## config.mk

```make
export PLATFORM = sky130hd
export DESIGN_NAME = snap_capture_ctrl
export DESIGN_NICKNAME = d
export VERILOG_FILES = /design/src/rtl/snap_pkg.sv /design/src/rtl/snap_wr_ptr.sv /design/src/rtl/snap_capture_ctrl.sv
export SDC_FILE = /design/constraint.sdc
export NUM_CORES = 1
export LEC_CHECK = 0
export CORE_ASPECT_RATIO = 1.4
export CORE_MARGIN = 2
export CORE_UTILIZATION = 47
export DETAILED_ROUTE_END_ITERATION = 16
export GPL_ROUTABILITY_DRIVEN = 0
export GPL_TIMING_DRIVEN = 1
export MAX_ROUTING_LAYER = met4
export PLACE_DENSITY = 0.86
export SLEW_MARGIN = 20
export SYNTH_ARGS = -nofsm -noshare
export SYNTH_HDL_FRONTEND = slang
export SYNTH_SLANG_ARGS = --single-unit
```

## constraint.sdc

```tcl
create_clock -name clk -period 4.7 [get_ports clk]
set_input_delay 0.94 -clock clk [delete_from_list [all_inputs] [get_ports clk]]
set_output_delay 0.94 -clock clk [all_outputs]
set_load 0.03 [all_outputs]
```

## src/rtl/snap_pkg.sv

```systemverilog
// snap_pkg: shared widths and capture state type for the snapshot write controller
package snap_pkg;
  localparam int SNAP_DATA_W = 64;
  localparam int SNAP_ADDR_W = 9;
  typedef enum logic [1:0] {IDLE, ARMED, CAPTURE, DONE} snap_state_t;
endpackage

```

## src/rtl/snap_wr_ptr.sv

```systemverilog
// snap_wr_ptr: BRAM write pointer (wrapping or parking at the top) plus saturating word count
module snap_wr_ptr import snap_pkg::*; #(
  parameter int ADDR_W = SNAP_ADDR_W
) (
  input  logic              clk,
  input  logic              rst_n,
  input  logic              clr,
  input  logic              inc,
  input  logic              wrap_en,
  output logic [ADDR_W-1:0] ptr,
  output logic [ADDR_W:0]   count
);
  logic [ADDR_W-1:0] ptr_q, ptr_d;
  logic [ADDR_W:0]   cnt_q, cnt_d;
  // clear wins over increment; the count stops at exactly one buffer depth
  always_comb begin
    ptr_d = clr ? '0 : (inc && (wrap_en || ~&ptr_q)) ? ptr_q + ADDR_W'(1) : ptr_q;
    cnt_d = clr ? '0 : (inc && !cnt_q[ADDR_W]) ? cnt_q + (ADDR_W+1)'(1) : cnt_q;
  end
  // pointer and count registers
  always_ff @(posedge clk or negedge rst_n) begin
    if (!rst_n) begin
      ptr_q <= '0;
      cnt_q <= '0;
    end else begin
      ptr_q <= ptr_d;
      cnt_q <= cnt_d;
    end
  end
  assign ptr   = ptr_q;
  assign count = cnt_q;
endmodule

```

## src/rtl/snap_capture_ctrl.sv

```systemverilog
// snap_capture_ctrl: snapshot BRAM port-A write controller; SNAP_CIRC_EN enables pre-trigger circular capture
module snap_capture_ctrl import snap_pkg::*; #(
  parameter int DATA_W = SNAP_DATA_W,
  parameter int ADDR_W = SNAP_ADDR_W
) (
  input  logic              clk,
  input  logic              rst_n,
  input  logic [DATA_W-1:0] din,
  input  logic              din_valid,
  input  logic              arm,
  input  logic              use_trig,
  input  logic              trig,
  input  logic [ADDR_W-1:0] post_trig,
  output logic              bram_we,
  output logic              bram_en_a,
  output logic [ADDR_W-1:0] bram_addr,
  output logic [DATA_W-1:0] bram_wr_data,
  output logic              done,
  output logic              busy,
  output logic [ADDR_W:0]   wr_count,
  output logic [ADDR_W-1:0] trig_addr
);
`ifdef SNAP_CIRC_EN
  localparam logic CIRC = 1'b1;
`else
  localparam logic CIRC = 1'b0;
`endif
  snap_state_t       state_q, state_d;
  logic              arm_q, arm_rise, is_trig, accept, fin;
  logic              we_q, we_d;
  logic [ADDR_W-1:0] addr_q, addr_d, trig_addr_q, trig_addr_d, last_q, last_d, trig_last, ptr;
  logic [DATA_W-1:0] data_q, data_d;
  snap_wr_ptr #(.ADDR_W(ADDR_W)) u_ptr (
    .clk(clk), .rst_n(rst_n), .clr(arm_rise), .inc(accept), .wrap_en(CIRC),
    .ptr(ptr), .count(wr_count)
  );
  // the final write is the one landing on last_q; a trigger re-targets it to trig_ptr+post_trig-1
  // (post_trig=0 folds naturally to a full buffer); an arm edge overrides everything but the write itself
  always_comb begin
    arm_rise    = arm & ~arm_q;
    is_trig     = state_q == ARMED && din_valid && trig;
    accept      = din_valid && (state_q == CAPTURE || (state_q == ARMED && (trig || CIRC)));
    trig_last   = CIRC ? ptr + post_trig - ADDR_W'(1) : '1;
    fin         = accept && (state_q == CAPTURE ? ptr == last_q : is_trig && ptr == trig_last);
    state_d     = arm_rise ? (use_trig ? ARMED : CAPTURE) : fin ? DONE : is_trig ? CAPTURE : state_q;
    trig_addr_d = arm_rise ? '0 : (CIRC && is_trig) ? ptr : trig_addr_q;
    last_d      = arm_rise ? '1 : is_trig ? trig_last : last_q;
    we_d        = accept;
    addr_d      = accept ? ptr : addr_q;
    data_d      = accept ? din : data_q;
  end
  // state, arm edge detector and registered port-A write
  always_ff @(posedge clk or negedge rst_n) begin
    if (!rst_n) begin
      state_q     <= IDLE;
      arm_q       <= 1'b0;
      we_q        <= 1'b0;
      addr_q      <= '0;
      data_q      <= '0;
      trig_addr_q <= '0;
      last_q      <= '1;
    end else begin
      state_q     <= state_d;
      arm_q       <= arm;
      we_q        <= we_d;
      addr_q      <= addr_d;
      data_q      <= data_d;
      trig_addr_q <= trig_addr_d;
      last_q      <= last_d;
    end
  end
  assign bram_we      = we_q;
  assign bram_en_a    = we_q;
  assign bram_addr    = addr_q;
  assign bram_wr_data = data_q;
  assign done         = state_q == DONE;
  assign busy         = state_q == ARMED || state_q == CAPTURE;
  assign trig_addr    = trig_addr_q;
endmodule

```

==> flow_summary_export.csv, run 1 <==
group,metric,value,unit
status,status,"finished clean",
power,comb_power_share,41.8,%
power,switching_share,34.13,%
power,power.net_switching,1.146,mW
sta,setup_viol,0,
setup_path,crit-reg2reg-launch,"state_q[1]$_DFFE_PN0P_",
setup_path,worstPathCellList,"clkdlybuf4s50_1 -> nand2_8 -> inv_4 -> mux2_2",
placed_design,hpwlAfterDp,6788,um
grt,first_global_vias,2938,
worst_hold_path,holdPathEnd,"bram_addr[8]$_DFFE_PN0P_",
power,power_share_of_the_clock_group,23.2,%
routing,wl,9376,um
setup_path,worstRegToRegCells,6,
sta,finalHoldWorstSlack,501.8,ps
sta,fmax,344.3,MHz
cts,h-tree-depth,3,
sta,final.setup.tns,0,ps
sta,finalCriticalPeriod,2904,ps
sta,worst-slew-pin-transition,1023,ps
setup_path,timing.rr.end,"bram_wr_data[49]$_DFFE_PN0P_",
cts,cts.sink_count,96,
grt,overflow,0,
power,internal_power,2.211,mW
yosys,synth-seq-area-share,56.07,%
sta,rsz0062_at_grt,"false",
die,total_core_area,0.008926,mm2
power,leakage,2.599,nW
layout,final_net_count,533,
setup_path,worst_ep_arrival_time,3120,ps
grt,grt_util_all_layers,19.68,%
die,design.portCount,175,
routing,route.vias.total,2909,
setup_path,startpoint_type,"input port",
sta,skew,5.599,ps
routing,dr.pass1.iters,4,
yosys,post_synth_instance_area,0.004284,mm2
die,chipHeight,117.0,um
layout,fillers,649,
worst_hold_path,holdCritStartpoint,"bram_addr[8]$_DFFE_PN0P_",
die,initial_core_util,48.00,%
die,die_w,84.69,um
cts,cts.hold.buffers_added,0,
cts,cts_resized,0,
yosys,netlist_instances,297,
cts,clock_tree.buffer_depth,2,
job,drv.max_cap_violation_count,0,
grt,maximum_number_of_pins_on_one_net_before_global_route_repair,67,
sta,timing.slew.headroom,31.79,%
routing,residual_drc_count,0,
setup_path,worst-setup-path-type,"in2reg",
setup_path,max_stage_delay,780,ps
die,fp.dieArea,0.009906,mm2
setup_path,timing.critical_path.to_type,"flip-flop",
cts,worst_skew_pair.late_latency,330,ps
yosys,syn_area_per_cell,14.42,um2
layout,drive_above_1_share,21.19,%
setup_path,worstPathRequired,4910,ps
worst_hold_path,hold-path-cell-count,1,
sta,post-route-period-util,61.79,%
setup_path,critPathMaxFanout,66,
routing,drt-wirelength-per-cell,16.74,um
setup_path,crit_slowest_cell,"sky130_fd_sc_hd__clkdlybuf4s50_1",
power,vdd_ir_drop_max,0.3823,mV
cts,cts.clk_slew.worst_paths,60,ps
cts,cts_tree,"built",
setup_path,worst-r2r-setup-slack,2330,ps
layout,antennaDiodeCount,0,
sta,final_hold_viol_count,0,
worst_hold_path,min-delay-path-class,"reg2reg",
layout,areaGrowthSynthToFinish,42.70,%
sta,maxSlewViolCount,0,
grt,first_pass_grt_wire_length,14970,um
die,num_rows,41,
yosys,synth.lib_cells_used.distinct,35,
power,power.density,549.1,mW/mm2
routing,average_vias_per_placed_instance,5.195,
yosys,ys_seq_elements,96,
grt,antenna_found_initial,0,
routing,first_iter_violations,78,
routing,postRouteAntennaNets,0,
placed_design,placement.io_buffers,156,
cts,clk_root_buffer_cell,"sky130_fd_sc_hd__clkbuf_16",
cts,cts.repair_timing.setup_buffer_count,0,
power,sequentialPowerShare,35.0,%
cts,number_of_clock_buffers_inserted_by_tritoncts,9,
yosys,yosys_warn_count,0,
-- synthesized netlist by cell type --
cell | number | share of area [%]
sky130_fd_sc_hd__nor4b_1 | 1 | 0.20
sky130_fd_sc_hd__nand4_1 | 2 | 0.29
sky130_fd_sc_hd__dfrtp_1 | 96 | 56
sky130_fd_sc_hd__buf_2 | 5 | 0.58
sky130_fd_sc_hd__a21o_4 | 1 | 0.35
sky130_fd_sc_hd__buf_6 | 2 | 0.53
sky130_fd_sc_hd__or3b_2 | 1 | 0.20
sky130_fd_sc_hd__nor4_1 | 3 | 0.44
sky130_fd_sc_hd__or3_1 | 3 | 0.44
sky130_fd_sc_hd__or4_1 | 8 | 1.4
sky130_fd_sc_hd__nand4bb_1 | 1 | 0.26
sky130_fd_sc_hd__a32oi_1 | 1 | 0.20
sky130_fd_sc_hd__inv_1 | 7 | 0.61
sky130_fd_sc_hd__nand2_8 | 1 | 0.47
sky130_fd_sc_hd__a21oi_1 | 16 | 1.9
sky130_fd_sc_hd__nor3_1 | 1 | 0.12
sky130_fd_sc_hd__buf_4 | 10 | 1.8
sky130_fd_sc_hd__a21oi_2 | 1 | 0.20
sky130_fd_sc_hd__mux2_4 | 39 | 14
sky130_fd_sc_hd__o31ai_1 | 9 | 1.6
sky130_fd_sc_hd__buf_12 | 5 | 2.3
sky130_fd_sc_hd__conb_1 | 1 | 0.088
sky130_fd_sc_hd__inv_4 | 1 | 0.15
sky130_fd_sc_hd__mux2_2 | 34 | 8.9
sky130_fd_sc_hd__nor2_1 | 2 | 0.18
sky130_fd_sc_hd__o21ai_0 | 6 | 0.70
sky130_fd_sc_hd__mux2i_1 | 4 | 0.93
sky130_fd_sc_hd__nor2b_1 | 2 | 0.29
sky130_fd_sc_hd__nand4b_1 | 2 | 0.41
sky130_fd_sc_hd__nand2b_1 | 7 | 1.0
sky130_fd_sc_hd__nand3_1 | 7 | 0.82
sky130_fd_sc_hd__ha_1 | 6 | 1.8
sky130_fd_sc_hd__clkbuf_1 | 3 | 0.26
sky130_fd_sc_hd__nand2_1 | 8 | 0.70
sky130_fd_sc_hd__nand3b_1 | 1 | 0.18
-- stage by stage --
stage	worst slack, ps	cells	util (%)	area (um2)	power, mW
floorplan	2709	305	-	4314	2.024
global placement	1504	544	64.76	5781	2.560
detailed placement	1458	544	64.79	5783	2.598
CTS	1815	560	68.40	6106	3.385
global route	1704	560	68.49	6113	3.508
finish	1796	560	68.49	6113	3.357
-- worst max-delay path: cells and delay by family --
kind / cells / cell delay [ps]
buf+inv: 2 / 1540
simple gates: 1 / 160
mux: 1 / 420
-- placed cells by master, fill, tap and decap left out, types with 3 or more instances in the layout --
master                            count
sky130_fd_sc_hd__or3_1                3
sky130_fd_sc_hd__mux2_2              34
sky130_fd_sc_hd__ha_1                 6
sky130_fd_sc_hd__inv_1                7
sky130_fd_sc_hd__o21ai_0              6
sky130_fd_sc_hd__a21oi_1             16
sky130_fd_sc_hd__mux2i_1              4
sky130_fd_sc_hd__nand2_1              8
sky130_fd_sc_hd__o31ai_1              9
sky130_fd_sc_hd__dfrtp_1             96
sky130_fd_sc_hd__nor4_1               3
sky130_fd_sc_hd__clkbuf_16            9
sky130_fd_sc_hd__clkdlybuf4s50_1    155
sky130_fd_sc_hd__mux2_4              39
sky130_fd_sc_hd__conb_1               9
sky130_fd_sc_hd__or4_1                8
sky130_fd_sc_hd__nand2b_1             7
sky130_fd_sc_hd__nand3_1              7
-- final cells by class --
type	instances	area [um2]	share of cell area (%)
clock buffer	11	242.7	3.971
inverter	8	32.53	0.5321
sequential	96	2402	39.30
timing repair buffer	157	1567	25.62
tap	107	133.9	2.190
clock inverter	5	80.08	1.310
multi-input combinational	176	1655	27.08
-- routing by layer --
| metal | vias to the layer above | part of all wire [%] | GRT usage, % |
|---|---|---|---|
| met4 | 0 | 1.2 | 6.032 |
| met1 | 1452 | 40 | 22.65 |
| met3 | 9 | 6.6 | 5.189 |
| met2 | 108 | 52 | 33.91 |
| li1 | 1340 | - | - |
| met5 | - | 0 | - |
-- kinds of logic after synthesis --
logic type | after synthesis | synth area share, %
buffers and inverters | 33 | 6.221
other | 1 | 0.08753
AND/OR/NAND/NOR | 50 | 7.418
AO/OA/AOI/OAI | 34 | 4.907
adder cells (fa/ha/maj) | 6 | 1.752
multiplexers | 77 | 23.54
flip-flops | 96 | 56.07
-- state kept, by name, summed over array words and instances (netlist names) --
signal	count
arm_q	1
bram_addr	9
bram_en_a	1
bram_wr_data	64
state_q	2
u_ptr.count	10
u_ptr.ptr	9
-- power by group through the flow --
stage               clock network [mW]  registers [mW]  logic (mW)
finish                           0.778            1.18        1.40
global route                     0.834            1.21        1.47
CTS                              0.793            1.18        1.41
detailed placement                   0            1.19        1.41
global placement                     0            1.17        1.39
floorplan                            0            1.61       0.410
-- how the worst max path moves through the flow --
stage / from / end / cells past startpoint
6_report: din_valid / bram_wr_data[49]$_DFFE_PN0P_ / 4
5_1_grt: din_valid / bram_wr_data[35]$_DFFE_PN0P_ / 4
4_1_cts: din_valid / bram_wr_data[35]$_DFFE_PN0P_ / 4
3_5_place_dp: din_valid / bram_wr_data[35]$_DFFE_PN0P_ / 4
3_3_place_gp: din_valid / bram_wr_data[52]$_DFFE_PN0P_ / 4
2_1_floorplan: trig / bram_wr_data[0]$_DFFE_PN0P_ / 6
Power figures use the tool's default switching activity.
==> inputs of run 2 (changes only) <==
--- a/config.mk
+++ b/config.mk
@@ -7,12 +7,12 @@
 export LEC_CHECK = 0
 export CORE_ASPECT_RATIO = 1.4
 export CORE_MARGIN = 2
-export CORE_UTILIZATION = 47
+export CORE_UTILIZATION = 39
 export DETAILED_ROUTE_END_ITERATION = 16
 export GPL_ROUTABILITY_DRIVEN = 0
 export GPL_TIMING_DRIVEN = 1
 export MAX_ROUTING_LAYER = met4
-export PLACE_DENSITY = 0.86
+export PLACE_DENSITY = 0.77
 export SLEW_MARGIN = 20
 export SYNTH_ARGS = -nofsm -noshare
 export SYNTH_HDL_FRONTEND = slang
==> constraint.sdc (replaced) <==
create_clock -name clk -period 2.6 [get_ports clk]
set_input_delay 0.52 -clock clk [delete_from_list [all_inputs] [get_ports clk]]
set_output_delay 0.52 -clock clk [all_outputs]
set_load 0.03 [all_outputs]
==> flow_summary_export.csv, run 2 (synthesis results as in run 1) <==
group,metric,value,unit
status,status,"finished clean",
routing,dr.pass1.iters,4,
setup_path,critPathMaxFanout,4,
sta,finalCriticalPeriod,2301,ps
setup_path,crit_slowest_cell,"sky130_fd_sc_hd__clkdlybuf4s50_1",
grt,overflow,0,
job,drv.max_cap_violation_count,0,
layout,final_net_count,540,
die,num_rows,45,
routing,drt-wirelength-per-cell,15.63,um
cts,number_of_clock_buffers_inserted_by_tritoncts,9,
setup_path,worstPathRequired,2080,ps
cts,worst_skew_pair.late_latency,330,ps
sta,finalHoldWorstSlack,133.0,ps
routing,wl,9391,um
cts,cts.hold.buffers_added,0,
layout,postLayoutCoreUtil,57.48,%
grt,routing_usage_on_met1,19.18,%
worst_hold_path,min-delay-path-class,"in2async",
grt,grtUsageMet3,4.350,%
routing,route.vias.total,2928,
layout,final_cell_mix,"155 x sky130_fd_sc_hd__clkdlybuf4s50_1, 96 x sky130_fd_sc_hd__dfrtp_1, 39 x sky130_fd_sc_hd__mux2_4",
layout,drive_above_1_share,21.74,%
setup_path,worstPathCellList,"inv_1 -> ha_1 -> inv_1 -> clkdlybuf4s50_1",
layout,areaGrowthSynthToFinish,44.28,%
cts,cts.sink_count,96,
power,leakage,2.620,nW
cts,cts_resized,0,
setup_path,crit_path_start,"state_q[0]$_DFFE_PN0P_",
routing,first_iter_violations,49,
die,die_w,92.58,um
sta,rsz0062_at_grt,"false",
setup_path,path_delay_family,"buffers and inverters",
setup_path,crit-reg2reg-launch,"u_ptr.ptr[0]$_DFFE_PN0P_",
grt,groute.layer.met2.usage,27.82,%
setup_path,worst-setup-path-type,"reg2out",
routing,postRouteAntennaNets,0,
sta,post-route-period-util,88.49,%
placed_design,placement.io_buffers,156,
sta,setup_viol,0,
cts,clock_tree.buffer_depth,2,
die,initial_core_util,39.84,%
layout,largest_reg_flops,64,
cts,cts_tree,"built",
layout,antennaDiodeCount,0,
die,chipHeight,128.0,um
setup_path,startpoint_type,"flip-flop",
routing,residual_drc_count,0,
setup_path,timing.critical_path.buf_inv,3,
routing,average_vias_per_placed_instance,4.872,
cts,cts.clk_slew.worst_paths,60,ps
sta,maxSlewViolCount,0,
sta,fmax,434.6,MHz
layout,final_common_cell,"sky130_fd_sc_hd__clkdlybuf4s50_1",
sta,final_hold_viol_count,0,
grt,first_global_vias,3018,
setup_path,crit_top_cell,"sky130_fd_sc_hd__inv_1",
power,power.density,948.0,mW/mm2
placed_design,hpwlAfterDp,6942,um
grt,global_route.peak_usage_layer,"met2",
setup_path,max_stage_delay,660,ps
cts,h-tree-depth,3,
grt,antenna_found_initial,0,
die,fp.dieArea,0.01185,mm2
power,vdd_ir_drop_max,0.3470,mV
sta,skew,5.851,ps
setup_path,timing.critical_path.to_type,"primary output",
sta,final.setup.tns,0,ps
die,design.portCount,175,
grt,maximum_number_of_pins_on_one_net_before_global_route_repair,41,
cts,clk_root_buffer_cell,"sky130_fd_sc_hd__clkbuf_16",
grt,grt_util_all_layers,16.54,%
grt,first_pass_grt_wire_length,15040,um
die,total_core_area,0.01075,mm2
setup_path,worst_ep_arrival_time,1780,ps
cts,cts.repair_timing.setup_buffer_count,0,
==> run 2: cell count changes in the layout (fill, tap and decap cells not counted), sizes merged <==
cell and change:
clkinv +1, clkbuf +2, bufinv -2, buf +7, clkinvlp -1
==> run 2: area by class of cell <==
class	instances	area, um2
clock buffer	13	250.2
clock inverter	3	17.52
fill	917	4573
inverter	8	32.53
multi-input combinational	176	1645
sequential	96	2402
tap	141	176.4
timing repair buffer	164	1657
==> run 2: final timing paths <==
check,endpoint,slack (ps),depth (start not counted)
min in group clk,bram_wr_data[36]$_DFFE_PN0P_,500,1
worst max register to register,u_ptr.ptr[5]$_DFFE_PN0P_,680,7
worst min register to register,bram_wr_data[36]$_DFFE_PN0P_,500,1
worst min-delay path,bram_wr_data[61]$_DFFE_PN0P_,130,1
worst max-delay path,busy,300,4
max in group asynchronous,bram_wr_data[7]$_DFFE_PN0P_,1730,2
==> run 2: layer usage <==
| layer | wire length (um) | vias up |
|---|---|---|
| met1 | 3716 | 1453 |
| met2 | 4934 | 102 |
| met3 | 612 | 9 |
| met5 | 0 | - |
| li1 | - | 1364 |
| met4 | 127 | 0 |
==> run 2: power by group <==
part / switching (mW) / total (mW) / internal (mW)
sequential: 0.222 / 2.12 / 1.90
clock: 0.515 / 1.19 / 0.672
combinational: 1.30 / 2.55 / 1.25
==> run 2: per-stage QoR <==
step,std cells,worst slack (ps),total power [mW],instance area [um2]
3_5_place_dp,585,341.5,4.720,5913
6_report,601,299.3,5.860,6181
5_1_grt,601,222.2,6.141,6181
2_1_floorplan,305,856.3,3.658,4314
3_3_place_gp,585,368.9,4.663,5913
4_1_cts,601,267.9,5.937,6181
==> inputs of run 3 (changes only) <==
--- a/config.mk
+++ b/config.mk
@@ -5,8 +5,8 @@
 export SDC_FILE = /design/constraint.sdc
 export NUM_CORES = 1
 export LEC_CHECK = 0
+export ABC_AREA = 1
 export CORE_ASPECT_RATIO = 1.4
-export CORE_MARGIN = 2
 export CORE_UTILIZATION = 39
 export DETAILED_ROUTE_END_ITERATION = 16
 export GPL_ROUTABILITY_DRIVEN = 0
==> constraint.sdc (replaced) <==
create_clock -name clk -period 2 [get_ports clk]
set_input_delay 0.4 -clock clk [delete_from_list [all_inputs] [get_ports clk]]
set_output_delay 0.4 -clock clk [all_outputs]
set_load 0.03 [all_outputs]
==> flow_summary_export.csv, run 3 <==
group,metric,value,unit
yosys,synth_enable_flop_cells,0,
setup_path,timing.critical_path.to_type,"primary output",
yosys,netlist_instances,495,
setup_path,critPathMaxFanout,6,
yosys,synth_async_sr_flop_share,100.0,%
layout,final_common_cell,"sky130_fd_sc_hd__nand2_1",
grt,grt_util_all_layers,19.65,%
layout,areaGrowthSynthToFinish,47.22,%
yosys,synth.top_cells.by_count,"267 x sky130_fd_sc_hd__nand2_1, 96 x sky130_fd_sc_hd__dfrtp_1, 22 x sky130_fd_sc_hd__inv_1",
die,initial_core_util,40.20,%
yosys,synth_top_cells_by_area,"sky130_fd_sc_hd__dfrtp_1 58%, sky130_fd_sc_hd__nand2_1 24%, sky130_fd_sc_hd__buf_4 2.9%",
setup_path,worstPathCellList,"clkdlybuf4s50_1",
yosys,yosys_warn_count,0,
die,num_rows,44,
cts,cts.clk_slew.worst_paths,70,ps
sta,maxSlewViolCount,0,
sta,fmax,522.9,MHz
power,internal_power,4.401,mW
layout,drive_above_1_share,5.936,%
cts,cts.sink_count,96,
yosys,synth.lib_cells_used.distinct,24,
power,switching_share,36.52,%
yosys,synth-seq-area-share,57.74,%
setup_path,worst_ep_arrival_time,1510,ps
sta,worst_slack,87.53,ps
cts,clock_tree.buffer_depth,2,
layout,total_non_filler_cell_area_in_the_finished_layout,0.006125,mm2
sta,final.setup.tns,0,ps
power,leakage,3.017,nW
sta,skew,4.732,ps
yosys,synth_top_area_cell,"sky130_fd_sc_hd__dfrtp_1",
routing,first_iter_violations,146,
cts,h-tree-depth,3,
grt,maximum_number_of_pins_on_one_net_before_global_route_repair,55,
placed_design,placement.io_buffers,156,
routing,wl,10270,um
routing,residual_drc_count,0,
layout,final_net_count,738,
sta,setup_viol,0,
cts,worst_skew_pair.late_latency,340,ps
setup_path,startpoint_type,"flip-flop",
cts,cts_tree,"built",
power,sequentialPowerShare,38.1,%
layout,final_cell_mix,"266 x sky130_fd_sc_hd__nand2_1, 153 x sky130_fd_sc_hd__clkdlybuf4s50_1, 96 x sky130_fd_sc_hd__dfrtp_1",
sta,finalHoldWorstSlack,-0.8233,ps
cts,number_of_clock_buffers_inserted_by_tritoncts,9,
routing,postRouteAntennaNets,0,
routing,average_vias_per_placed_instance,4.642,
setup_path,max_stage_delay,720,ps
setup_path,timing.critical_path.buf_inv,1,
yosys,syn_area_per_cell,8.405,um2
job,drv.max_cap_violation_count,0,
yosys,yosys.area.top_type_share,57.74,%
setup_path,crit_slowest_cell,"sky130_fd_sc_hd__clkdlybuf4s50_1",
die,total_core_area,0.01035,mm2
setup_path,worst-setup-path-type,"reg2out",
yosys,post-synth-top-count-cell,"sky130_fd_sc_hd__nand2_1",
sta,rsz0062_at_grt,"false",
grt,antenna_found_initial,0,
yosys,yosys_most_used_dff,"sky130_fd_sc_hd__dfrtp_1",
layout,postLayoutCoreUtil,59.18,%
sta,post-route-period-util,95.62,%
power,power_share_of_the_clock_group,23.8,%
power,comb_power_share,38.2,%
placed_design,pre_cts_ws,135.0,ps
placed_design,dpl-instance-area,0.005828,mm2
layout,largest_reg_flops,64,
die,design.portCount,175,
routing,dr.pass1.iters,4,
cts,clk_root_buffer_cell,"sky130_fd_sc_hd__clkbuf_16",
routing,drt-wirelength-per-cell,12.92,um
sta,finalCriticalPeriod,1912,ps
worst_hold_path,min-delay-path-class,"in2async",
yosys,ys_seq_elements,96,
setup_path,path_delay_family,"buffers and inverters",
die,die_w,89.29,um
routing,route.vias.total,3690,
die,fp.dieArea,0.01109,mm2
die,chipHeight,124.2,um
status,failed_checks,"negative hold slack",
sta,final_hold_viol_count,5,
power,power.net_switching,2.532,mW
grt,first_pass_grt_wire_length,16670,um
grt,overflow,0,
power,vdd_ir_drop_max,0.5482,mV
setup_path,worstPathRequired,1600,ps
layout,antennaDiodeCount,0,
yosys,post_synth_instance_area,0.004160,mm2
layout,fillers,905,
power,power.density,1132,mW/mm2
grt,first_global_vias,3662,
placed_design,hpwlAfterDp,7545,um
status,status,"finished with violations",
## run 3: cell types whose count changed after synthesis, sizes merged, moves of 5 or more
cell,delta
nand2,+261
nor2,+18
or4,-8
a21oi,-13
o21ai,+8
nand2b,-7
nand3,+11
mux2,-73
o31ai,-9
buf,+5
inv,+15
## run 3: final cells by class
class	instances	area [um2]	area share [%]
clock inverters	6	61.31	1.001
multi-input cells	356	1508	24.62
well taps	138	172.7	2.819
flip-flops and latches	96	2402	39.22
repair buffers	167	1669	27.25
inverters	23	86.33	1.410
clock buffers	9	225.2	3.677
## run 3: logic make-up (layout without fill, tap and decap cells)
kind of cell	Yosys count	after routing	share of synthesized area, %
other	1	9	0.09014
AND/OR/NAND/NOR	320	320	30.68
adder cells (fa/ha/maj)	6	6	1.804
buffers and inverters	51	205	6.977
AO/OA/AOI/OAI	20	20	2.496
XOR/XNOR	1	1	0.2106
flip-flops	96	96	57.74
## run 3: worst paths after layout
kind | from | to | slack (ps) | cells past startpoint
worst max-delay path | u_ptr.count[3]$_DFFE_PN0P_ | wr_count[3] | 90 | 1
worst min-delay path | rst_n | bram_wr_data[3]$_DFFE_PN0P_ | -0.8 | 1
worst max register to register | u_ptr.ptr[1]$_DFFE_PN0P_ | u_ptr.ptr[2]$_DFFE_PN0P_ | 210 | 10
worst min register to register | bram_wr_data[43]$_DFFE_PN0P_ | bram_wr_data[43]$_DFFE_PN0P_ | 470 | 2
max in group asynchronous | rst_n | bram_wr_data[29]$_DFFE_PN0P_ | 1420 | 2
min in group clk | bram_wr_data[43]$_DFFE_PN0P_ | bram_wr_data[43]$_DFFE_PN0P_ | 470 | 2
## run 3: metal layers
layer,track usage [%],vias up,part of all wire (%)
li1,-,1819,-
met1,22.08,1728,40
met2,33.68,125,51
met3,3.524,18,6.2
met4,7.937,0,2.4
met5,-,-,0
## run 3: what timing repair did
action,in CTS,in global routing
cloned,0,0
endpoints found under the setup margin,1,9
setup buffers,0,0
resized for setup,1,4
pin swaps,0,0
hold buffers,0,0
## run 3: power groups by stage
| stage | Clock (mW) | Sequential (mW) | Combinational (mW) |
|---|---|---|---|
| after floorplan | 0 | 3.49 | 0.637 |
| after global placement | 0 | 2.65 | 2.62 |
| after detailed placement | 0 | 2.67 | 2.67 |
| after CTS | 1.69 | 2.64 | 2.67 |
| after global routing | 1.76 | 2.69 | 2.84 |
| final | 1.65 | 2.64 | 2.65 |
## run 3: through the flow
| stage | std cells | total power [mW] |
|---|---|---|
| 2_1_floorplan | 503 | 4.128 |
| 3_3_place_gp | 780 | 5.270 |
| 3_5_place_dp | 780 | 5.341 |
| 4_1_cts | 795 | 6.999 |
| 5_1_grt | 795 | 7.291 |
| 6_report | 795 | 6.934 |
